**src/rtl/dac_spi_serializer.sv**
```systemverilog
// SPI mode-0 serializer for a 16-bit DAC, fed by the oscillator summing tree.
// One-entry holding buffer with latest-wins overrun and a drop flag.
module dac_spi_serializer #(
  parameter int unsigned CLKDIV        = 4,
  parameter int unsigned CSGAP         = 2,
  parameter bit          OFFSET_BINARY = 1'b1
) (
  input  logic        clk,
  input  logic        reset,
  input  logic [15:0] sample,
  input  logic        activein,
  output logic        sclk,
  output logic        sdata,
  output logic        cs_n,
  output logic        busy,
  output logic        dropped,
  output logic        frame_done
);

  localparam int unsigned DIV_W  = (CLKDIV > 1) ? $clog2(CLKDIV) : 1;
  localparam int unsigned GAP_W  = (CSGAP > 1) ? $clog2(CSGAP) : 1;
  localparam int unsigned DATA_W = 16;
  localparam int unsigned CNT_W  = 4;
  localparam logic [DATA_W-1:0] XOR_MASK = OFFSET_BINARY ? 16'h8000 : 16'h0000;

  typedef enum logic [1:0] {IDLE, SHIFT, GAP} state_e;

  state_e              state_q, state_d;
  logic [DATA_W-1:0]   hold_data_q, hold_data_d;
  logic                hold_valid_q, hold_valid_d;
  logic [DATA_W-1:0]   shreg_q, shreg_d;
  logic [CNT_W-1:0]    bitcnt_q, bitcnt_d;
  logic [DIV_W-1:0]    div_q, div_d;
  logic [GAP_W-1:0]    gap_q, gap_d;
  logic                sclk_q, sclk_d;
  logic                sdata_q, sdata_d;
  logic                cs_n_q, cs_n_d;
  logic                busy_q, busy_d;
  logic                dropped_q, dropped_d;
  logic                frame_done_q, frame_done_d;

  logic consume_c;
  logic div_end_c;
  logic gap_end_c;

  assign consume_c = (state_q == IDLE) && hold_valid_q;
  assign div_end_c = (div_q == DIV_W'(CLKDIV - 1));
  assign gap_end_c = (gap_q == GAP_W'(CSGAP - 1));

  // State and datapath registers
  always_ff @(posedge clk or negedge reset) begin
    if (!reset) begin
      state_q      <= IDLE;
      hold_data_q  <= '0;
      hold_valid_q <= 1'b0;
      shreg_q      <= '0;
      bitcnt_q     <= '0;
      div_q        <= '0;
      gap_q        <= '0;
      sclk_q       <= 1'b0;
      sdata_q      <= 1'b0;
      cs_n_q       <= 1'b1;
      busy_q       <= 1'b0;
      dropped_q    <= 1'b0;
      frame_done_q <= 1'b0;
    end else begin
      state_q      <= state_d;
      hold_data_q  <= hold_data_d;
      hold_valid_q <= hold_valid_d;
      shreg_q      <= shreg_d;
      bitcnt_q     <= bitcnt_d;
      div_q        <= div_d;
      gap_q        <= gap_d;
      sclk_q       <= sclk_d;
      sdata_q      <= sdata_d;
      cs_n_q       <= cs_n_d;
      busy_q       <= busy_d;
      dropped_q    <= dropped_d;
      frame_done_q <= frame_done_d;
    end
  end

  // Next-state logic
  always_comb begin
    state_d = state_q;
    unique case (state_q)
      IDLE:    if (hold_valid_q) state_d = SHIFT;
      SHIFT:   if (div_end_c && sclk_q && (bitcnt_q == '0)) state_d = GAP;
      GAP:     if (gap_end_c) state_d = IDLE;
      default: state_d = IDLE;
    endcase
  end

  // Buffer, shifter and SPI pin next values
  always_comb begin
    hold_data_d  = hold_data_q;
    hold_valid_d = hold_valid_q;
    shreg_d      = shreg_q;
    bitcnt_d     = bitcnt_q;
    div_d        = div_q;
    gap_d        = gap_q;
    sclk_d       = sclk_q;
    sdata_d      = sdata_q;
    cs_n_d       = cs_n_q;
    frame_done_d = 1'b0;
    busy_d       = (state_d != IDLE);
    dropped_d    = activein && hold_valid_q && !consume_c;

    // A write in the consume cycle refills the buffer, so it wins over the clear
    if (activein) begin
      hold_data_d  = sample ^ XOR_MASK;
      hold_valid_d = 1'b1;
    end else if (consume_c) begin
      hold_valid_d = 1'b0;
    end

    unique case (state_q)
      IDLE: begin
        if (hold_valid_q) begin
          shreg_d  = hold_data_q;
          sdata_d  = hold_data_q[DATA_W-1];
          cs_n_d   = 1'b0;
          sclk_d   = 1'b0;
          bitcnt_d = CNT_W'(DATA_W - 1);
          div_d    = '0;
        end
      end
      SHIFT: begin
        if (!div_end_c) begin
          div_d = div_q + DIV_W'(1);
        end else begin
          div_d = '0;
          if (!sclk_q) begin
            sclk_d = 1'b1;
          end else if (bitcnt_q != '0) begin
            sclk_d   = 1'b0;
            shreg_d  = {shreg_q[DATA_W-2:0], 1'b0};
            sdata_d  = shreg_q[DATA_W-2];
            bitcnt_d = bitcnt_q - CNT_W'(1);
          end else begin
            sclk_d       = 1'b0;
            cs_n_d       = 1'b1;
            sdata_d      = 1'b0;
            frame_done_d = 1'b1;
            gap_d        = '0;
          end
        end
      end
      GAP: begin
        if (!gap_end_c) gap_d = gap_q + GAP_W'(1);
      end
      default: ;
    endcase
  end

  assign sclk       = sclk_q;
  assign sdata      = sdata_q;
  assign cs_n       = cs_n_q;
  assign busy       = busy_q;
  assign dropped    = dropped_q;
  assign frame_done = frame_done_q;

endmodule

```
**config.mk**
```make
export PLATFORM = sky130hd
export DESIGN_NAME = dac_spi_serializer
export DESIGN_NICKNAME = d
export VERILOG_FILES = /design/src/rtl/dac_spi_serializer.sv
export SDC_FILE = /design/constraint.sdc
export NUM_CORES = 1
export LEC_CHECK = 0
export ABC_AREA = 1
export BUFFER_PORTS_ARGS = -buffer_cell sky130_fd_sc_hd__clkbuf_2
export CORE_AREA = 2 2 66 68
export CTS_CLUSTER_DIAMETER = 80
export DETAILED_ROUTE_END_ITERATION = 12
export DIE_AREA = 0 0 68 70
export HOLD_SLACK_MARGIN = 0.12
export PLACE_DENSITY = 0.79
export SETUP_SLACK_MARGIN = 0.05
export SLEW_MARGIN = 20
export SYNTH_ARGS = -nofsm -noshare
export SYNTH_HDL_FRONTEND = slang
export SYNTH_SLANG_ARGS = --single-unit
```
**constraint.sdc**
```tcl
create_clock -name clk -period 2.1 [get_ports clk]
set_input_delay 0.42 -clock clk [delete_from_list [all_inputs] [get_ports clk]]
set_output_delay 0.42 -clock clk [all_outputs]
set_load 0.01 [all_outputs]
```
==> results_dict.tcl, run 1 <==
set metrics [dict create \
    result_of_the_run "completed" \
    timing.rr.end "sdata$_DFFE_PN0P_" \
    crit_arrival_ns 1.71 \
    finalSetupViolCount 0 \
    grt_pass1_wl_um 6880 \
    route.detailed.drc 0 \
    gp_congestion 0.761 \
    floorplan.die_area_um2 4760 \
    syn_area_cell_um2 8.25 \
    worst_pin_slew_ns 0.559 \
    row_count 24 \
    post_drt_via_cell_ratio 4.80 \
    post_cts.resized_instances 0 \
    cts_inserted_buffers 5 \
    final_core_utilization_pct 57.3 \
    kind_of_end_point_of_the_critical_path "register" \
    power_density_nw_per_um2 680 \
    layout-area-overhead-vs-synth_pct 11.6 \
    mappedNetlistArea_um2 2130 \
    hold_viol_final 0 \
    clock_path_buffers 2 \
    drv_slew 0 \
    critPathRequiredTime_ns 2.34 \
    cts.sink_count 47 \
    cts_max_level 2 \
    layout-drive-gt1-share_pct 15.8 \
    drt-pass1-iter-count 4 \
    grt_max_degree 48 \
    num-fill-cells 382 \
    cts_tree "built" \
    ir_drop_mv 0.473 \
    route.final.wire_length_um 3880 \
    max-slew-margin-rel_pct 62.7 \
    rr_worst_depth 7 \
    drt-wirelength-per-cell_um 11.5 \
    netlist_instances 258 \
    drv.max_cap_violation_count 0 \
    final.period_utilization_pct 69.6 \
    ctsHoldBuffers 0 \
    worst-path-max-fanout 31 \
    chipHeight_um 70 \
    timing.reg2reg.setup_slack_ns 0.64 \
    grt_util_all_layers_pct 19.2 \
    io_buffers 24 \
    die_width_um 68 \
    gr-total-overflow 0 \
    grt_antenna_before_repair 0 \
    warning_count_from_the_yosys_run 0 \
    antenna_cells 0 \
    min_period_ns 1.46 \
    critPathLaunch "state_q[1]$_DFF_PN0_" \
    design.portCount 25 \
    via_count 1614 \
    ff_latch_count_synth 47 \
    drt.antenna.violating_nets 0 \
    clock_skew_ns 0.00822 \
    max_freq_mhz 684 \
    rsz0062_at_grt "no" \
    synth.lib_cells_used.distinct 25 \
    cts_setup_buffers 0 \
    start_util_pct 51.4 \
    rr_startpoint "state_q[1]$_DFF_PN0_" \
    nNetsFinal 305 \
    clockRootBuffer "sky130_fd_sc_hd__clkbuf_8" \
    timing.critical_path.from_type "register" \
    drtIter0Drc 95 \
    total_leakage_power_nw 1.30 \
    setup.worst_path.end "sdata$_DFFE_PN0P_" \
    most_frequent_cells_in_the_layout "124 x sky130_fd_sc_hd__nand2_1, 46 x sky130_fd_sc_hd__dfrtp_1, 24 x sky130_fd_sc_hd__clkbuf_2, 23 x sky130_fd_sc_hd__o21ai_0, 22 x sky130_fd_sc_hd__inv_1" \
    p_total_w 0.00162 \
    place.detailed.hpwl_um 2780 \
    worstHoldPathType "in2async" \
    clock_insertion_delay_worst_skew_ns 0.31 \
    synthesis.nets 280 \
    clk_pin_slew_ns 0.09 \
    core_region_area_um2 4140 \
    tns_ns 0 \
    criticalPathCategory "reg2reg" \
    layout_commonest_cell "sky130_fd_sc_hd__nand2_1" \
    ys_seq_area_share_pct 55.3 \
    vias_in_the_first_global_route 1594 \
]
[layer usage]
metal  vias to the layer above  global-route usage, %  wire length (um)
met2                        30                   30.5              1820
met3                         6                   5.31               187
met4                         0                   6.00                54
li1                        837                      -                 -
met5                         -                      0                 0
met1                       741                   25.2              1820
[synthesized netlist by cell type (all sizes together)]
library cell / n / area share [%]
a21oi: 1 / 0.23
a22o: 1 / 0.41
buf: 4 / 1.4
clkbuf: 4 / 0.76
clkinv: 1 / 0.18
dfrtp: 46 / 54
dfstp: 1 / 1.2
ha: 3 / 1.8
inv: 24 / 4.2
nand2: 126 / 23
nand3: 10 / 2.9
nor2: 8 / 3.1
nor3: 1 / 0.23
o21ai: 25 / 5.9
o21bai: 1 / 0.35
or2: 2 / 0.59
[critical path, cell delays in order (launching register included)]
cell and delay (ns):
sky130_fd_sc_hd__dfrtp_1 0.47, sky130_fd_sc_hd__inv_2 0.10, sky130_fd_sc_hd__nand2_2 0.11, sky130_fd_sc_hd__inv_2 0.38
sky130_fd_sc_hd__nand3_1 0.14, sky130_fd_sc_hd__nand2_1 0.10, sky130_fd_sc_hd__nand2_1 0.05, sky130_fd_sc_hd__nand2_1 0.05
[power by group]
group	leakage (nW)	total, W	internal [W]	switching [W]
registers	0.568	0.000962	0.000944	0.0000175
clock network	0.0408	0.000556	0.000238	0.000317
logic	0.690	0.0000984	0.0000378	0.0000606
[sequential cells by signal, indices dropped and copies added (netlist names)]
name / flops
cs_n: 1
busy: 1
state_q: 2
shreg_q: 15
sdata: 1
hold_data_q: 16
hold_valid_q: 1
bitcnt_q: 4
sclk: 1
gap_end_c: 1
dropped: 1
frame_done: 1
div_q: 2
[logic make-up after synthesis]
family                     share of synthesized area, %
AOI/OAI and AO/OA                                  6.87
adders and majority gates                          1.76
buffers and inverters                              6.58
DFF                                                55.3
and+or+nand+nor                                    29.5
[final cells by class]
cell class | count | area (um2) | share of cell area [%]
clock inverters | 3 | 23.8 | 1.00
multi-input cells | 178 | 812 | 34.2
well taps | 52 | 65.1 | 2.74
repair buffers | 26 | 135 | 5.69
clock buffers | 5 | 68.8 | 2.90
inverters | 25 | 93.8 | 3.95
flip-flops and latches | 47 | 1180 | 49.6
[how the worst min path moves through the flow]
| stage | start | to | slack (ns) | cells past startpoint |
|---|---|---|---|---|
| after floorplan | reset | bitcnt_q[0]$_DFFE_PN0P_ | 0.12 | 0 |
| after global placement | hold_data_q[0]$_DFFE_PN0P_ | hold_data_q[0]$_DFFE_PN0P_ | 0.46 | 2 |
| after detailed placement | hold_data_q[0]$_DFFE_PN0P_ | hold_data_q[0]$_DFFE_PN0P_ | 0.46 | 2 |
| after CTS | reset | frame_done$_DFF_PN0_ | 0.20 | 2 |
| after global routing | reset | busy$_DFF_PN0_ | 0.23 | 2 |
| final | reset | bitcnt_q[3]$_DFFE_PN0P_ | 0.18 | 2 |
[per-stage QoR]
step | cell area [um2] | setup slack [ns] | hold slack (ns) | std cells
2_1_floorplan | 2130 | 0.741 | 0.124 | 258
3_3_place_gp | 2280 | 0.712 | 0.456 | 328
3_5_place_dp | 2280 | 0.672 | 0.463 | 328
4_1_cts | 2380 | 0.644 | 0.200 | 336
5_1_grt | 2380 | 0.488 | 0.230 | 336
6_report | 2380 | 0.639 | 0.181 | 336
Note: power is estimated with default switching activity, not from simulation.
==> inputs of run 2 (changes only) <==
CORE_AREA = 2 2 68 70   (was 2 2 66 68)
DIE_AREA = 0 0 70 72   (was 0 0 68 70)
PLACE_DENSITY = 0.78   (was 0.79)
clock period = 1.2 ns   (was 2.1 ns; I/O delays follow)
==> run 2 against run 1 <==
  * The flow now finishes with violations (setup timing)
  * Setup slack lost 0.70 ns
  * Sequential power grew 75%
  * Global-route usage shrank 0.50 points
  * Sequential share of layout area shrank 5.3 points
  * First-iteration DRC count shrank 9.5%
  * Combinational power grew 86%
  * Routed wire length grew 10%
  * Sequential cell count is the same
  * Critical path type unchanged
  * Critical endpoint is now shreg_q[13]$_DFFE_PN0P_
  * Highest routed layer unchanged
==> results_dict.tcl, run 2 (same netlist as run 1, synthesis figures left out) <==
set metrics [dict create \
    max-slew-margin-rel_pct 80.3 \
    drv.max_cap_violation_count 0 \
    num-fill-cells 363 \
    gr-total-overflow 0 \
    route.detailed.drc 0 \
    crit_arrival_ns 1.50 \
    kind_of_end_point_of_the_critical_path "register" \
    timing.critical_path.from_type "register" \
    total_leakage_power_nw 1.41 \
    max_freq_mhz 795 \
    design.portCount 25 \
    layout-area-overhead-vs-synth_pct 25.3 \
    dp_slack_ns -0.0714 \
    timing.final.ws_setup_ns -0.0584 \
    antenna_cells 0 \
    place.detailed.instances 340 \
    worstHoldPathType "in2reg" \
    failed_checks "setup timing" \
    final.period_utilization_pct 105 \
    worst_pin_slew_ns 0.293 \
    worst-path-max-fanout 6 \
    finalSetupViolCount 22 \
    post_drt_via_cell_ratio 4.84 \
    clockRootBuffer "sky130_fd_sc_hd__clkbuf_8" \
    grt_antenna_before_repair 0 \
    cts_tree "built" \
    drt.antenna.violating_nets 0 \
    drt-pass1-iter-count 4 \
    result_of_the_run "finished, violations left" \
    min_period_ns 1.26 \
    layout_commonest_cell "sky130_fd_sc_hd__nand2_1" \
    via_count 1719 \
    top_regs "hold_data_q x16, shreg_q x15, bitcnt_q x4" \
    critPathRequiredTime_ns 1.44 \
    grt_max_degree 48 \
    timing.reg2reg.setup_slack_ns -0.06 \
    ir_drop_mv 0.582 \
    final-instance-count-excl-fill 355 \
    largest-register "hold_data_q" \
    io_buffers 24 \
    drv_slew 0 \
    floorplan.die_area_um2 5040 \
    hold_viol_final 0 \
    chipHeight_um 72 \
    layout-drive-gt1-share_pct 24.8 \
    clock_insertion_delay_worst_skew_ns 0.30 \
    p_total_w 0.00277 \
    criticalPathCategory "reg2reg" \
    most_frequent_cells_in_the_layout "121 x sky130_fd_sc_hd__nand2_1, 44 x sky130_fd_sc_hd__dfrtp_1, 22 x sky130_fd_sc_hd__clkbuf_2, 20 x sky130_fd_sc_hd__o21ai_0, 18 x sky130_fd_sc_hd__inv_1" \
    nNetsFinal 324 \
    place.detailed.hpwl_um 2780 \
    grt_util_all_layers_pct 18.7 \
    cts_inserted_buffers 5 \
    power_density_nw_per_um2 1040 \
    route.final.wire_length_um 4270 \
    gp_congestion 0.763 \
    cts_max_level 2 \
    start_util_pct 49.9 \
    clock_path_buffers 2 \
    die_width_um 70 \
    row_count 24 \
    drtIter0Drc 86 \
    rsz0062_at_grt "yes" \
    drt-wirelength-per-cell_um 12.0 \
    largest_register_ff_count 16 \
    vias_in_the_first_global_route 1602 \
    clk_pin_slew_ns 0.08 \
    timing.hold.ws_ns 0.132 \
    cts.sink_count 47 \
    grt_pass1_wl_um 7290 \
    clock_skew_ns 0.00253 \
    core_region_area_um2 4260 \
]
[run 2: cell types whose count changed in the layout (fill, tap and decap cells not counted), sizes merged]
cell | before | now
buf | 2 | 18
nor2 | 8 | 11
clkinvlp | 2 | 0
clkbuf | 29 | 30
dlygate4sd3 | 0 | 1
inv | 25 | 24
nand3 | 10 | 11
[run 2: metal layers]
layer | GRT usage, % | vias up | wire (um)
met5 | 0 | - | 0
met4 | 6.84 | 0 | 68
met3 | 5.42 | 6 | 178
met2 | 31.0 | 36 | 2110
met1 | 23.5 | 797 | 1910
li1 | - | 880 | -
[run 2: through the flow]
step	utilization [%]	cell area [um2]	TNS, ns
after global routing	62.6	2670	-2.02
after floorplan	-	2190	0
after detailed placement	57.7	2460	-1.06
after global placement	57.7	2460	-0.282
final	62.6	2670	-0.490
after CTS	61.5	2620	-0.548
[run 2: path summary, 6_finish.rpt]
| kind | cells past startpoint | from | to |
|---|---|---|---|
| max reg2reg | 7 | div_q[1]$_DFFE_PN0P_ | shreg_q[13]$_DFFE_PN0P_ |
| min | 3 | sample[11] | hold_data_q[11]$_DFFE_PN0P_ |
| min reg2reg | 2 | cs_n$_DFFE_PN1P_ | cs_n$_DFFE_PN1P_ |
| max | 7 | div_q[1]$_DFFE_PN0P_ | shreg_q[13]$_DFFE_PN0P_ |
| max in group asynchronous | 3 | reset | cs_n$_DFFE_PN1P_ |
| min in group asynchronous | 3 | reset | frame_done$_DFF_PN0_ |
[run 2: final cells by class]
type                            instances  area [um2]  share of cell area [%]
Sequential cell                        47        1180                    44.2
Inverter                               25        98.8                    3.70
Tap cell                               52        65.1                    2.44
Clock buffer                            8        80.1                    3.00
Timing Repair Buffer                   41         298                    11.2
Multi-Input combinational cell        182         947                    35.5
[run 2: timing repair]
item	4_1_cts	5_1_grt
setup buffers	1	1
pin swaps	7	6
endpoints found under the setup margin	28	29
gates resized for setup	7	11
hold buffers	1	0
gates cloned	4	0
hold endpoints to repair	46	0
[run 2: worst max-delay path, stage by stage, from the launching register on]
cell	delay [ns]
sky130_fd_sc_hd__dfrtp_1	0.40
sky130_fd_sc_hd__ha_4	0.16
sky130_fd_sc_hd__nand2_4	0.07
sky130_fd_sc_hd__nand2_8	0.11
sky130_fd_sc_hd__nand2_8	0.10
sky130_fd_sc_hd__nor2_4	0.22
sky130_fd_sc_hd__nand2_1	0.07
sky130_fd_sc_hd__nand2_1	0.06
[run 2: report_power, final]
part	switching (W)	internal, W	total (W)
clock	0.000496	0.000414	0.000910
combinational	0.000110	0.0000734	0.000183
sequential	0.0000281	0.00165	0.00168
total	0.000634	0.00214	0.00277
==> inputs of run 3 (changes only) <==
RECOVER_POWER = 25   (was not set)
clock period = 1.1 ns   (was 1.2 ns; I/O delays follow)
==> run 3 against run 2 <==
  * The run still ends with setup timing left
  * Register-to-register slack lost 0.13 ns
  * Hold slack lost 0.021 ns
  * Via count grew 6.0%
  * Die area is the same
  * Total power grew 28%
==> results_dict.tcl, run 3 (same netlist as run 1, synthesis figures left out) <==
set metrics [dict create \
    timing.hold.worst.start "sample[2]" \
    post-route-cell-area_um2 2950 \
    crit_chain "ha_4 > nand2_4 > nand2_8 > nand2_8 > nor2_4 > nand2_1 > nand2_1" \
    most_frequent_cells_in_the_layout "118 x sky130_fd_sc_hd__nand2_1, 44 x sky130_fd_sc_hd__dfrtp_1, 27 x sky130_fd_sc_hd__buf_4, 20 x sky130_fd_sc_hd__clkbuf_2, 19 x sky130_fd_sc_hd__o21ai_0" \
    critPathRequiredTime_ns 1.35 \
    worst_path_max_delay_cell "sky130_fd_sc_hd__dfrtp_1" \
    hold_viol_final 0 \
    grt_pass1_wl_um 8000 \
    drt-wirelength-per-cell_um 13.4 \
    chipHeight_um 72 \
    max-slew-margin-rel_pct 71.4 \
    finalSetupViolCount 31 \
    layout-area-overhead-vs-synth_pct 38.6 \
    final-instance-count-excl-fill 375 \
    route.final.wire_length_um 5040 \
    rr_startpoint "div_q[1]$_DFFE_PN0P_" \
    gr-total-overflow 0 \
    dp_slack_ns -0.158 \
    design.portCount 25 \
    rsz0062_at_grt "yes" \
    nNetsFinal 344 \
    layout_commonest_cell "sky130_fd_sc_hd__nand2_1" \
    power_density_nw_per_um2 1200 \
    route.detailed.drc 0 \
    crit_arrival_ns 1.53 \
    timing.hold.ws_ns 0.111 \
    cts.sink_count 47 \
    cts_inserted_buffers 5 \
    result_of_the_run "finished, violations left" \
    final.period_utilization_pct 117 \
    failed_checks "setup timing" \
    clk_pin_slew_ns 0.09 \
    largest-register "hold_data_q" \
    drv_slew 0 \
    cts_tree "built" \
    timing.rr.end "bitcnt_q[1]$_DFFE_PN0P_" \
    worstHoldPathType "in2reg" \
    timing.critical_path.from_type "register" \
    num-fill-cells 322 \
    worst_pin_slew_ns 0.428 \
    drt.antenna.violating_nets 0 \
    max_freq_mhz 779 \
    die_width_um 70 \
    start_util_pct 49.9 \
    ir_drop_mv 0.952 \
    clock_insertion_delay_worst_skew_ns 0.31 \
    worstHoldPathCells 3 \
    floorplan.die_area_um2 5040 \
    timing.final.ws_setup_ns -0.184 \
    io_buffers 24 \
    cts_max_level 2 \
    post_drt_via_cell_ratio 4.86 \
    cpPeakStageDelay_ns 0.41 \
    vias_in_the_first_global_route 1762 \
    grt_max_degree 48 \
    top_regs "hold_data_q x16, shreg_q x15, bitcnt_q x4" \
    row_count 24 \
    place_area_um2 2480 \
    clock_path_buffers 2 \
    rr_worst_depth 7 \
    min_period_ns 1.28 \
    worst-path-max-fanout 6 \
    p_total_w 0.00354 \
    drt-pass1-iter-count 4 \
    clock_skew_ns 0.00974 \
    via_count 1822 \
    place.detailed.instances 344 \
    antenna_cells 0 \
    gp_congestion 0.741 \
    kind_of_end_point_of_the_critical_path "register" \
    drtIter0Drc 105 \
    total_leakage_power_nw 1.55 \
    drv.max_cap_violation_count 0 \
    place.detailed.hpwl_um 2780 \
    timing.reg2reg.setup_slack_ns -0.18 \
    layout-drive-gt1-share_pct 32.5 \
    grt_antenna_before_repair 0 \
    criticalPathCategory "reg2reg" \
    clockRootBuffer "sky130_fd_sc_hd__clkbuf_8" \
    min_to "hold_data_q[2]$_DFFE_PN0P_" \
    largest_register_ff_count 16 \
    grt_util_all_layers_pct 20.2 \
    core_region_area_um2 4260 \
]
==> run 3: stage by stage <==
stage | utilization (%) | setup TNS, ns
6_report | 69.2 | -3.53
5_1_grt | 69.2 | -5.04
4_1_cts | 65.2 | -2.94
3_5_place_dp | 58.1 | -3.37
3_3_place_gp | 58.1 | -2.38
2_1_floorplan | - | -0.958
==> run 3: layout make-up <==
class                           count  area, um2  share of cell area (%)
Sequential cell                    47       1180                    40.0
Multi-Input combinational cell    182       1010                    34.1
Timing Repair Buffer               61        460                    15.6
Inverter                           25        106                    3.60
Clock buffer                        6       72.6                    2.46
Tap cell                           52       65.1                    2.20
Clock inverter                      2       60.1                    2.03
==> run 3: what timing repair did <==
action                                  in CTS  in global routing
endpoints found under the hold margin       48                  0
endpoints found under the setup margin      32                 34
hold buffers                                 3                  0
pin swaps                                   10                 12
resized for setup                           14                 29
buffers inserted                             6                  8
gates cloned                                 5                  1
==> run 3: critical path, delay by kind of cell (launching register included) <==
kind | cells | cell delay, ns
AND/OR/NAND/NOR | 6 | 0.64
flip-flops | 1 | 0.41
adder cells (fa/ha/maj) | 1 | 0.17
==> run 3: report_power, final <==
group	internal (W)	total [W]	switching [W]	leakage, nW
sequential	0.00180	0.00184	0.0000325	0.566
combinational	0.0000833	0.000205	0.000121	0.919
clock	0.000908	0.00150	0.000596	0.0654
total	0.00279	0.00354	0.000749	1.55
==> run 3: per-layer routing <==
metal / share of wire (%) / track usage (%) / wire, um / vias up
li1: - / - / - / 920
met2: 51 / 35.3 / 2580 / 51
met5: 0 / 0 / 0 / -
met3: 4.7 / 4.72 / 237 / 10
met4: 1.5 / 5.77 / 76 / 0
met1: 43 / 25.4 / 2150 / 841
==> run 3: how the worst max path moves through the flow <==
stage | from | to | slack (ns) | cells after the start
6_report | div_q[1]$_DFFE_PN0P_ | bitcnt_q[1]$_DFFE_PN0P_ | -0.18 | 7
5_1_grt | div_q[0]$_DFFE_PN0P_ | bitcnt_q[1]$_DFFE_PN0P_ | -0.23 | 7
4_1_cts | bitcnt_q[0]$_DFFE_PN0P_ | bitcnt_q[1]$_DFFE_PN0P_ | -0.13 | 7
3_5_place_dp | bitcnt_q[0]$_DFFE_PN0P_ | busy$_DFF_PN0_ | -0.16 | 5
3_3_place_gp | bitcnt_q[0]$_DFFE_PN0P_ | busy$_DFF_PN0_ | -0.11 | 5
2_1_floorplan | div_q[0]$_DFFE_PN0P_ | shreg_q[2]$_DFFE_PN0P_ | -0.08 | 8
